<file path="src/rtl/fetch_queue.sv">
// Sequential instruction fetch front-end: issues word fetches, tags responses with their PC, buffers
// them in a FIFO and flushes on redirect. Define FETCH_STATS_EN to add the stall/flush/error outputs.
module fetch_queue #(
    parameter int          DEPTH    = 4,
    parameter logic [31:0] RESET_PC = 32'h0000_0000
) (
    input  logic        clock,
    input  logic        reset,
    output logic        mem_req_valid,
    input  logic        mem_req_ready,
    output logic [31:0] mem_req_addr,
    input  logic        mem_rsp_valid,
    input  logic [31:0] mem_rsp_data,
    input  logic        redirect_valid,
    input  logic [31:0] redirect_pc,
    output logic        inst_valid,
    input  logic        inst_ready,
    output logic [31:0] inst_data,
    output logic [31:0] inst_pc,
    output logic [31:0] fetch_pc
`ifdef FETCH_STATS_EN
    ,
    output logic [31:0] stall_cycles,
    output logic [15:0] flush_count,
    output logic [0:0]  rsp_error
`endif
);

    localparam int AW = (DEPTH > 1) ? $clog2(DEPTH) : 1;
    localparam int CW = AW + 1;
    localparam logic [CW:0] LIMIT = (CW + 1)'(DEPTH);

    logic [CW-1:0] count_q, outst_q, drop_q;
    logic [AW-1:0] wr_ptr, rd_ptr, tag_wr, tag_rd;
    logic [31:0]   pc_q;
    logic [31:0]   fifo_data [DEPTH];
    logic [31:0]   fifo_pc   [DEPTH];
    logic [31:0]   tag_mem   [DEPTH];

    logic req_fire, rsp_take, rsp_drop, rsp_push, pop;

    // Credit covers both buffered entries and requests still in flight, so the FIFO never overflows.
    assign mem_req_valid = !reset && !redirect_valid &&
                           (({1'b0, count_q} + {1'b0, outst_q}) < LIMIT);
    assign mem_req_addr  = pc_q;
    assign fetch_pc      = pc_q;

    assign req_fire = mem_req_valid && mem_req_ready;
    assign rsp_take = mem_rsp_valid && (outst_q != '0);
    assign rsp_drop = rsp_take && (redirect_valid || (drop_q != '0));
    assign rsp_push = rsp_take && !rsp_drop;

    assign inst_valid = (count_q != '0);
    assign inst_data  = inst_valid ? fifo_data[rd_ptr] : '0;
    assign inst_pc    = inst_valid ? fifo_pc[rd_ptr]   : '0;
    assign pop        = inst_valid && inst_ready;

    always_ff @(posedge clock or posedge reset) begin
        if (reset) begin
            pc_q    <= RESET_PC;
            count_q <= '0;
            outst_q <= '0;
            drop_q  <= '0;
            wr_ptr  <= '0;
            rd_ptr  <= '0;
            tag_wr  <= '0;
            tag_rd  <= '0;
        end else begin
            outst_q <= outst_q + CW'(req_fire) - CW'(rsp_take);
            if (redirect_valid) begin
                // Everything still in flight after this edge belongs to the old path.
                pc_q    <= {redirect_pc[31:2], 2'b00};
                drop_q  <= outst_q - CW'(rsp_take);
                count_q <= '0;
                wr_ptr  <= '0;
                rd_ptr  <= '0;
                tag_wr  <= '0;
                tag_rd  <= '0;
            end else begin
                if (req_fire) begin
                    pc_q   <= pc_q + 32'd4;
                    tag_wr <= tag_wr + 1'b1;
                end
                if (rsp_drop)
                    drop_q <= drop_q - 1'b1;
                if (rsp_push) begin
                    wr_ptr <= wr_ptr + 1'b1;
                    tag_rd <= tag_rd + 1'b1;
                end
                if (pop)
                    rd_ptr <= rd_ptr + 1'b1;
                count_q <= count_q + CW'(rsp_push) - CW'(pop);
            end
        end
    end

    // Storage needs no reset: pointers and count decide what is visible.
    always_ff @(posedge clock) begin
        if (req_fire)
            tag_mem[tag_wr] <= pc_q;
        if (rsp_push) begin
            fifo_data[wr_ptr] <= mem_rsp_data;
            fifo_pc[wr_ptr]   <= tag_mem[tag_rd];
        end
    end

`ifdef FETCH_STATS_EN
    always_ff @(posedge clock or posedge reset) begin
        if (reset) begin
            stall_cycles <= '0;
            flush_count  <= '0;
            rsp_error    <= '0;
        end else begin
            if (!inst_valid && (stall_cycles != '1))
                stall_cycles <= stall_cycles + 32'd1;
            if (redirect_valid && (flush_count != '1))
                flush_count <= flush_count + 16'd1;
            if (mem_rsp_valid && (outst_q == '0))
                rsp_error <= 1'b1;
        end
    end
`endif

endmodule

</file>
<file path="config.mk">
export PLATFORM = sky130hd
export DESIGN_NAME = fetch_queue
export DESIGN_NICKNAME = d
export VERILOG_FILES = /design/src/rtl/fetch_queue.sv
export SDC_FILE = /design/constraint.sdc
export NUM_CORES = 1
export LEC_CHECK = 0
export ABC_AREA = 1
export CAP_MARGIN = 20
export CORE_MARGIN = 2
export CORE_UTILIZATION = 40
export DETAILED_ROUTE_END_ITERATION = 6
export PLACE_DENSITY = 0.71
export SLEW_MARGIN = 20
export SYNTH_ARGS = -nofsm -noshare
export SYNTH_HDL_FRONTEND = slang
export SYNTH_SLANG_ARGS = --single-unit
</file>
<file path="constraint.sdc">
create_clock -name clock -period 4.8 [get_ports clock]
set_clock_uncertainty 0.15 [all_clocks]
set_input_delay 0.96 -clock clock [delete_from_list [all_inputs] [get_ports clock]]
set_output_delay 0.96 -clock clock [all_outputs]
set_load 0.02 [all_outputs]
</file>
# ---- Yosys cells after proc, flatten, opt, wreduce, memory -nomap -nowiden
# Memories as Yosys holds them, arrays and structs flattened.
# Cells that the tools add are included.
dict set report classes {
  n_addsub 12
  n_lt_le_gt_ge 1
  mux 19
  reduce_logical 18
}
# operator n
set op_table {}
lappend op_table {{32-bit 2-to-1 mux} 4}
lappend op_table {{32-bit by 3-bit adder with 32-bit output (second input constant)} 1}
lappend op_table {{2-bit 2-to-1 mux} 8}
lappend op_table {{3-bit 2-to-1 mux} 3}
lappend op_table {{3-bit nonzero test} 3}
lappend op_table {{3-bit by 1-bit subtractor with 3-bit output} 3}
lappend op_table {{2-bit by 1-bit adder with 2-bit output (second input constant)} 4}
lappend op_table {{2-bit nonzero test} 4}
lappend op_table {{1-bit logical AND} 7}
lappend op_table {{3-bit by 1-bit adder with 3-bit output} 2}
lappend op_table {{3-bit by 3-bit adder with 4-bit output} 1}
lappend op_table {{4-bit by 3-bit < comparator with 1-bit output (second input constant)} 1}
lappend op_table {{1-bit 2-to-1 mux} 4}
lappend op_table {{1-bit logical NOT} 3}
lappend op_table {{3-bit by 1-bit subtractor with 3-bit output (second input constant)} 1}
lappend op_table {{1-bit logical OR} 1}
dict set report word_totals {
  regBits 49
  ram_bits 384
  input_bits 70
  output_inout_bits 130
  n_memories 3
}
# name words word_bits read_ports rd_ports_with_merged_regs write_ports line_no
set mem_list {}
lappend mem_list {fifo_data 4 32 1 0 1 36} ;# logic [31:0] fifo_data [DEPTH];
lappend mem_list {fifo_pc 4 32 1 0 1 37} ;# logic [31:0] fifo_pc [DEPTH];
lappend mem_list {tag_mem 4 32 1 0 1 38} ;# logic [31:0] tag_mem [DEPTH];

# ---- Depth between registers and ports, before layout
# Gate-level depths: netlist (run 1).
dict set report logic_depth {
  ltp_word 8
  ltp_mapped 12
  mapped_depth_nobuf 12
}

# ---- Worst setup path after synthesis (run 1)
# Ideal clock, no wire load.
dict set report synth_timing {
  path_type {input -> register}
  start {input port redirect_valid}
  end {memory fifo_data[0][0], enable pin}
  arrival_time_ns 4.125
  required_time_ns 4.168
  setup_slack_ns 0.043
  path_stages 5
  cell_sequence {inv_2 -> nand3_1 -> nor2_1 -> inv_1 -> nor2_1}
}
dict set report synth_between {
  elab_chain_len 6
}
# item line_no
set synth_rtl {}
lappend synth_rtl {{start: declaration} 14} ;# input logic redirect_valid,
lappend synth_rtl {{1-bit logical OR} 50} ;# assign rsp_drop = rsp_take && (redirect_valid || (drop_q != '0));
lappend synth_rtl {{1-bit logical AND} 50}
lappend synth_rtl {{1-bit logical NOT} 51} ;# assign rsp_push = rsp_take && !rsp_drop;
lappend synth_rtl {{1-bit logical AND} 51}
lappend synth_rtl {{1-bit 2-to-1 mux} 101} ;# if (rsp_push) begin
lappend synth_rtl {{1-bit 2-to-1 mux (not written as such)} 102} ;# fifo_data[wr_ptr] <= mem_rsp_data;
lappend synth_rtl {{end: declaration} 36}
# Every way passes these cells.

# ---- Worst setup path after layout (run 1)
dict set report layout_timing {
  start {register rd_ptr[0]}
  end {output port inst_pc[22]}
}
dict set report layout_between {
  elab_chain_len 2
}
# item line_no
set layout_rtl {}
lappend layout_rtl {{start: declaration} 34} ;# logic [AW-1:0] wr_ptr, rd_ptr, tag_wr, tag_rd;
lappend layout_rtl {{start signal: assignment} 91} ;# rd_ptr <= rd_ptr + 1'b1;
lappend layout_rtl {{memory read 4 x 32 bit} n/a}
lappend layout_rtl {{32-bit 2-to-1 mux} 55} ;# assign inst_pc = inst_valid ? fifo_pc[rd_ptr] : '0;
lappend layout_rtl {{end: declaration} 19} ;# output logic [31:0] inst_pc,
# Every way passes these cells.

==> results of run 1 <==
==> worst max-delay path by stage <==
stage                   startpoint               to  slack [ns]
floorplan           redirect_valid  fifo_data[0][0]        0.04
global placement    redirect_valid       count_q[2]        0.75
detailed placement  redirect_valid       count_q[2]        0.74
CTS                      rd_ptr[0]      inst_pc[22]        0.72
global route             rd_ptr[0]      inst_pc[11]        0.60
finish                   rd_ptr[0]      inst_pc[22]        0.76
==> layout make-up <==
| class | instances | area [sq um] |
|---|---|---|
| Timing Repair Buffer | 212 | 2170 |
| Fill cell | 3765 | 22000 |
| Tap cell | 585 | 732 |
| Inverter | 73 | 277 |
| Clock buffer | 47 | 1090 |
| Multi-Input combinational cell | 964 | 4520 |
| Clock inverter | 30 | 280 |
| Sequential cell | 415 | 12200 |
==> synthesized netlist by cell type, drive strengths merged <==
master	instances	share of area [%]
a21oi	68	1.9
and2	1	0.036
buf	65	2.5
clkbuf	47	1.0
clkinv	3	0.078
conb	1	0.021
dfrtp	47	6.7
edfxtp	368	63
fa	2	0.23
ha	19	1.4
inv	70	1.5
nand2	184	4.0
nand3	64	1.8
nand3b	1	0.11
nand4	1	0.036
nor2	372	8.2
o211ai	1	0.043
o21ai	195	5.5
o21bai	8	0.34
o22ai	30	1.1
or2	1	0.036
xnor2	6	0.30
xor2	5	0.25
==> flip-flops by register name (all words and copies together) (netlist names) <==
signal	cells
fetch_pc	30
rd_ptr	2
tag_wr	2
tag_mem	120
fifo_data	128
fifo_pc	120
outst_q	3
tag_rd	2
count_q	3
wr_ptr	2
drop_q	3
==> cells by family after synthesis <==
family / after synthesis / synth area share (%)
flops: 415 / 69.5
xor+xnor: 11 / 0.548
compound gates: 302 / 8.94
fa+ha+maj: 21 / 1.58
simple gates: 624 / 14.3
buf+inv: 185 / 5.12
other cells: 1 / 0.0213
==> per-stage QoR <==
| step | cells | instance area [sq um] | setup WS [ns] |
|---|---|---|---|
| finish | 2326 | 21300 | 0.764 |
| global route | 2326 | 21300 | 0.597 |
| CTS | 2326 | 21300 | 0.724 |
| detailed placement | 2249 | 19900 | 0.745 |
| global placement | 2249 | 19900 | 0.754 |
| floorplan | 1564 | 17600 | 0.0428 |
==> worst max-delay path: stages (launching register included) <==
cell	delay, ns
dfrtp_4	0.60
buf_12	0.38
nor2_1	0.10
nor2_1	0.11
o21ai_0	0.11
a21oi_1	0.27
clkdlybuf4s50_1	0.67
==> routing by layer <==
| metal | wire, um | up-vias | share of wire (%) | GRT usage, % |
|---|---|---|---|---|
| met5 | 0 | - | 0 | 0 |
| met3 | 3100 | 61 | 7.6 | 3.35 |
| met1 | 17600 | 5622 | 43 | 23.9 |
| li1 | - | 5645 | - | - |
| met2 | 19200 | 411 | 47 | 29.6 |
| met4 | 874 | 0 | 2.1 | 5.10 |
==> power breakdown <==
group / internal, mW / total, mW / switching [mW] / leakage, nW
Clock: 1.87 / 3.23 / 1.36 / 0.649
Sequential: 4.25 / 4.51 / 0.261 / 3.90
Combinational: 1.30 / 3.34 / 2.05 / 3.00
==> flow_summary.json, run 1 <==
{
  "grt_pass1_wl_um": 62300,
  "cts_hold_buf": 0,
  "relSlewSlack_pct": 33.1,
  "track_usage_pct": 17.8,
  "io-pin-count": 200,
  "report.power.total_mw": 11.1,
  "fin_util_pct": 49.2,
  "max_freq_mhz": 248,
  "fin_crit_ns": 4.04,
  "hold_start": "drop_q[2]",
  "status": "finished, final reports clean",
  "drt-initial-drc-count": 929,
  "hold_path_end": "drop_q[2]",
  "path_clk_slew_ns": 0.07,
  "cts.sinks": 415,
  "powerDensity_mw_per_mm2": 520,
  "endpoint_kind": "primary output",
  "drt_first_pass_iters": 5,
  "r2r_start": "drop_q[0]",
  "diodes": 0,
  "htreeDepth": 2,
  "tightestPinTransition_ns": 1.00,
  "place.gp.congestion": 0.875,
  "mostFrequentLayoutCell": "edfxtp_1",
  "synth-seq-area-share_pct": 69.5,
  "cp_data_arrival_time_ns": 2.93,
  "ir_worst_vdd_mv": 0.214,
  "syn_inst": 1559,
  "cts_max_path_buffers": 3,
  "hold_ws_ns": 0.323,
  "cts_setup_buffers": 0,
  "yosysUniqueCellTypes": 32,
  "dieArea_sq_mm": 0.0457,
  "syn_to_final_growth_pct": 21.1,
  "final_cell_mix": "edfxtp_1, nor2_1, o21ai_0",
  "post-route-period-util_pct": 84.1,
  "p_leak_nw": 7.55,
  "cap_violations": 0,
  "setup-violations-final": 0,
  "drt_drc_violations_left": 0,
  "whs_path_depth": 2,
  "overflow": 0,
  "setup_tns_ns": 0,
  "hpwl_um": 23900,
  "grt_pass1_vias": 11300,
  "cts_resized": 0,
  "synth-seq-cells": 415,
  "route.vias.total": 11700,
  "hold_path_class": "register to register",
  "start_util_pct": 40.6,
  "cp_max_fo": 105,
  "drive_gt1_share_pct": 6.84,
  "ant_nets": 0,
  "worstPathRequired_ns": 3.69,
  "worstSetupPathType": "register to primary output",
  "antenna_found_initial": 0,
  "r2r_slack_ns": 1.97,
  "wire_per_inst_um": 17.6,
  "numPortBuffers": 191,
  "clk_latency_ns": 0.55,
  "avgSynthCellArea_sq_um": 11.3,
  "rsz0062_at_grt": "no",
  "cts_made_buffers": 43,
  "hold_viol_final": 0,
  "grt_max_degree": 106,
  "die_x_um": 214,
  "yosys_warnings": 0,
  "cts_tree": "done",
  "dieHeight_um": 214,
  "fin_nets": 1800,
  "via_per_inst": 5.05,
  "rr_endpoint": "count_q[2]",
  "syn_area_sq_mm": 0.0176,
  "routed_wl_um": 40800,
  "root_buffer": "clkbuf_16",
  "slew_viol_final": 0,
  "placeableCoreArea_sq_mm": 0.0433,
  "start_kind": "register",
  "reg2reg_depth": 12,
  "fp-row-count": 76
}
No activity file was read; power rests on OpenSTA's default activity.
==> inputs of run 2 (changes only) <==
Settings changed: PLACE_DENSITY 0.71 to 0.73.
Clock period 4.8 ns to 3.6 ns, I/O delays scaled along.
==> run 2 against run 1 <==
Net effect:
- critical path depth unchanged
- die area unchanged
- wire length is 1.8% higher
- worst hold slack gained 0.061 ns
- critical endpoint is now inst_pc[6]
- worst setup slack got worse by 0.68 ns
- critical path type unchanged
- sequential power increased by 34%
==> flow_summary.json, run 2 (synthesized netlist as in run 1, its figures left out) <==
{
  "route.vias.total": 11900,
  "via_per_inst": 5.07,
  "hold_path_class": "register to register",
  "ant_nets": 0,
  "endpoint_kind": "primary output",
  "hold_ws_ns": 0.383,
  "setup_slack_ns": 0.0811,
  "reg_top3": "fifo_data (128), fifo_pc (120), tag_mem (120)",
  "overflow": 0,
  "cts_tree": "done",
  "grt_pass1_vias": 11400,
  "crit_chain": "buf_12 > buf_4 > nor2_1 > o21ai_0 > a21oi_1 > clkdlybuf4s50_1",
  "grt_pass1_wl_um": 62200,
  "largest_register_ffs": 128,
  "regMostFlops": "fifo_data",
  "final_cell_mix": "edfxtp_1, nor2_1, o21ai_0",
  "r2r_start": "outst_q[2]",
  "routed_wl_um": 41600,
  "numPortBuffers": 191,
  "placeableCoreArea_sq_mm": 0.0433,
  "start_util_pct": 40.6,
  "drt_first_pass_iters": 5,
  "cp_data_arrival_time_ns": 2.65,
  "p_leak_nw": 7.95,
  "cp-startpoint": "rd_ptr[1]",
  "dieHeight_um": 214,
  "critPathSlowestCell": "clkdlybuf4s50_1",
  "worstPathRequired_ns": 2.73,
  "syn_to_final_growth_pct": 22.5,
  "drt_drc_violations_left": 0,
  "track_usage_pct": 17.8,
  "placed_area_sq_mm": 0.0201,
  "powerDensity_mw_per_mm2": 682,
  "hold_viol_final": 0,
  "dp_cells": 2267,
  "fin_util_pct": 49.8,
  "relSlewSlack_pct": 47.1,
  "grt_max_degree": 64,
  "ir_worst_vdd_mv": 0.336,
  "root_buffer": "clkbuf_16",
  "hpwl_um": 25500,
  "slowest_delay_ns": 0.74,
  "fin_crit_ns": 3.52,
  "report.power.total_mw": 14.7,
  "io-pin-count": 200,
  "mostFrequentLayoutCell": "edfxtp_1",
  "start_kind": "register",
  "antenna_found_initial": 1,
  "drt-initial-drc-count": 933,
  "setup-violations-final": 0,
  "drive_gt1_share_pct": 7.49,
  "htreeDepth": 2,
  "design_area_sq_mm": 0.0215,
  "final_cells": 2347,
  "wire_per_inst_um": 17.7,
  "cp_max_fo": 30,
  "slew_viol_final": 0,
  "clk_latency_ns": 0.56,
  "dieArea_sq_mm": 0.0457,
  "max_freq_mhz": 284,
  "post-route-period-util_pct": 97.7,
  "setup_tns_ns": 0,
  "fin_nets": 1820,
  "cts_max_path_buffers": 3,
  "hold_start": "drop_q[2]",
  "cp_top_family": "buffers and inverters",
  "cts.sinks": 415,
  "path_buf_inv": 3,
  "cts_hold_buf": 0,
  "pre_cts_ws_ns": 0.441,
  "cts_made_buffers": 43,
  "worstSetupPathType": "register to primary output",
  "fp-row-count": 76,
  "cap_violations": 0,
  "place.gp.congestion": 0.874,
  "fill_cells": 3733,
  "tightestPinTransition_ns": 0.788,
  "status": "finished, final reports clean",
  "diodes": 0,
  "die_x_um": 214,
  "path_clk_slew_ns": 0.06
}
-- run 2: changes by cell type in the layout (fill, tap and decap cells not counted), sizes merged --
cell / change
clkdlybuf4s50: -22
dlymetal6s2s: +21
buf: +19
clkbuf: +13
clkinvlp: -5
bufinv: -3
inv: -3
dlygate4sd2: +1
-- run 2: path summary, 6_finish.rpt --
kind | to | slack (ns) | cells past startpoint
setup / recovery | inst_pc[6] | 0.08 | 6
hold / removal | drop_q[2] | 0.38 | 2
setup reg to reg | outst_q[2] | 1.14 | 9
hold reg to reg | drop_q[2] | 0.38 | 2
max in group asynchronous | rd_ptr[0] | 2.19 | 3
min in group asynchronous | drop_q[0] | 0.61 | 3
-- run 2: what timing repair did --
| action | in CTS | in global routing |
|---|---|---|
| gates cloned | 0 | 1 |
| buffers inserted | 1 | 0 |
| setup endpoints to repair | 59 | 30 |
| resized for setup | 5 | 22 |
-- run 2: cell type report --
cell class / count / area, sq um / share of cell area [%]
inverters: 73 / 287 / 1.33
clock buffers: 59 / 1170 / 5.42
clock inverters: 19 / 128 / 0.592
well taps: 585 / 732 / 3.40
multi-input cells: 964 / 4520 / 21.0
repair buffers: 232 / 2480 / 11.5
flip-flops and latches: 415 / 12200 / 56.8
-- run 2: worst min-delay path: stages, from the launching register on --
cell,delay [ns]
dfrtp_1,0.37
nand2_1,0.08
nand2_1,0.06
-- run 2: where the power goes --
group / switching (mW) / leakage, nW / internal (mW)
clock network: 1.74 / 0.634 / 2.34
logic: 2.80 / 3.42 / 1.78
registers: 0.354 / 3.90 / 5.67
-- run 2: layer usage --
| layer | GRT usage (%) | routed length (um) | vias to the layer above |
|---|---|---|---|
| met5 | 0 | 13 | - |
| met4 | 5.63 | 894 | 2 |
| met3 | 3.41 | 3090 | 67 |
| met2 | 30.4 | 20000 | 463 |
| met1 | 23.1 | 17500 | 5693 |
| li1 | - | - | 5675 |
==> inputs of run 3 (changes only) <==
Settings changed: SLEW_MARGIN 20 to unset.
==> results of run 3 <==
No change in the layout: final DEF, timing and power equal those of run 2.
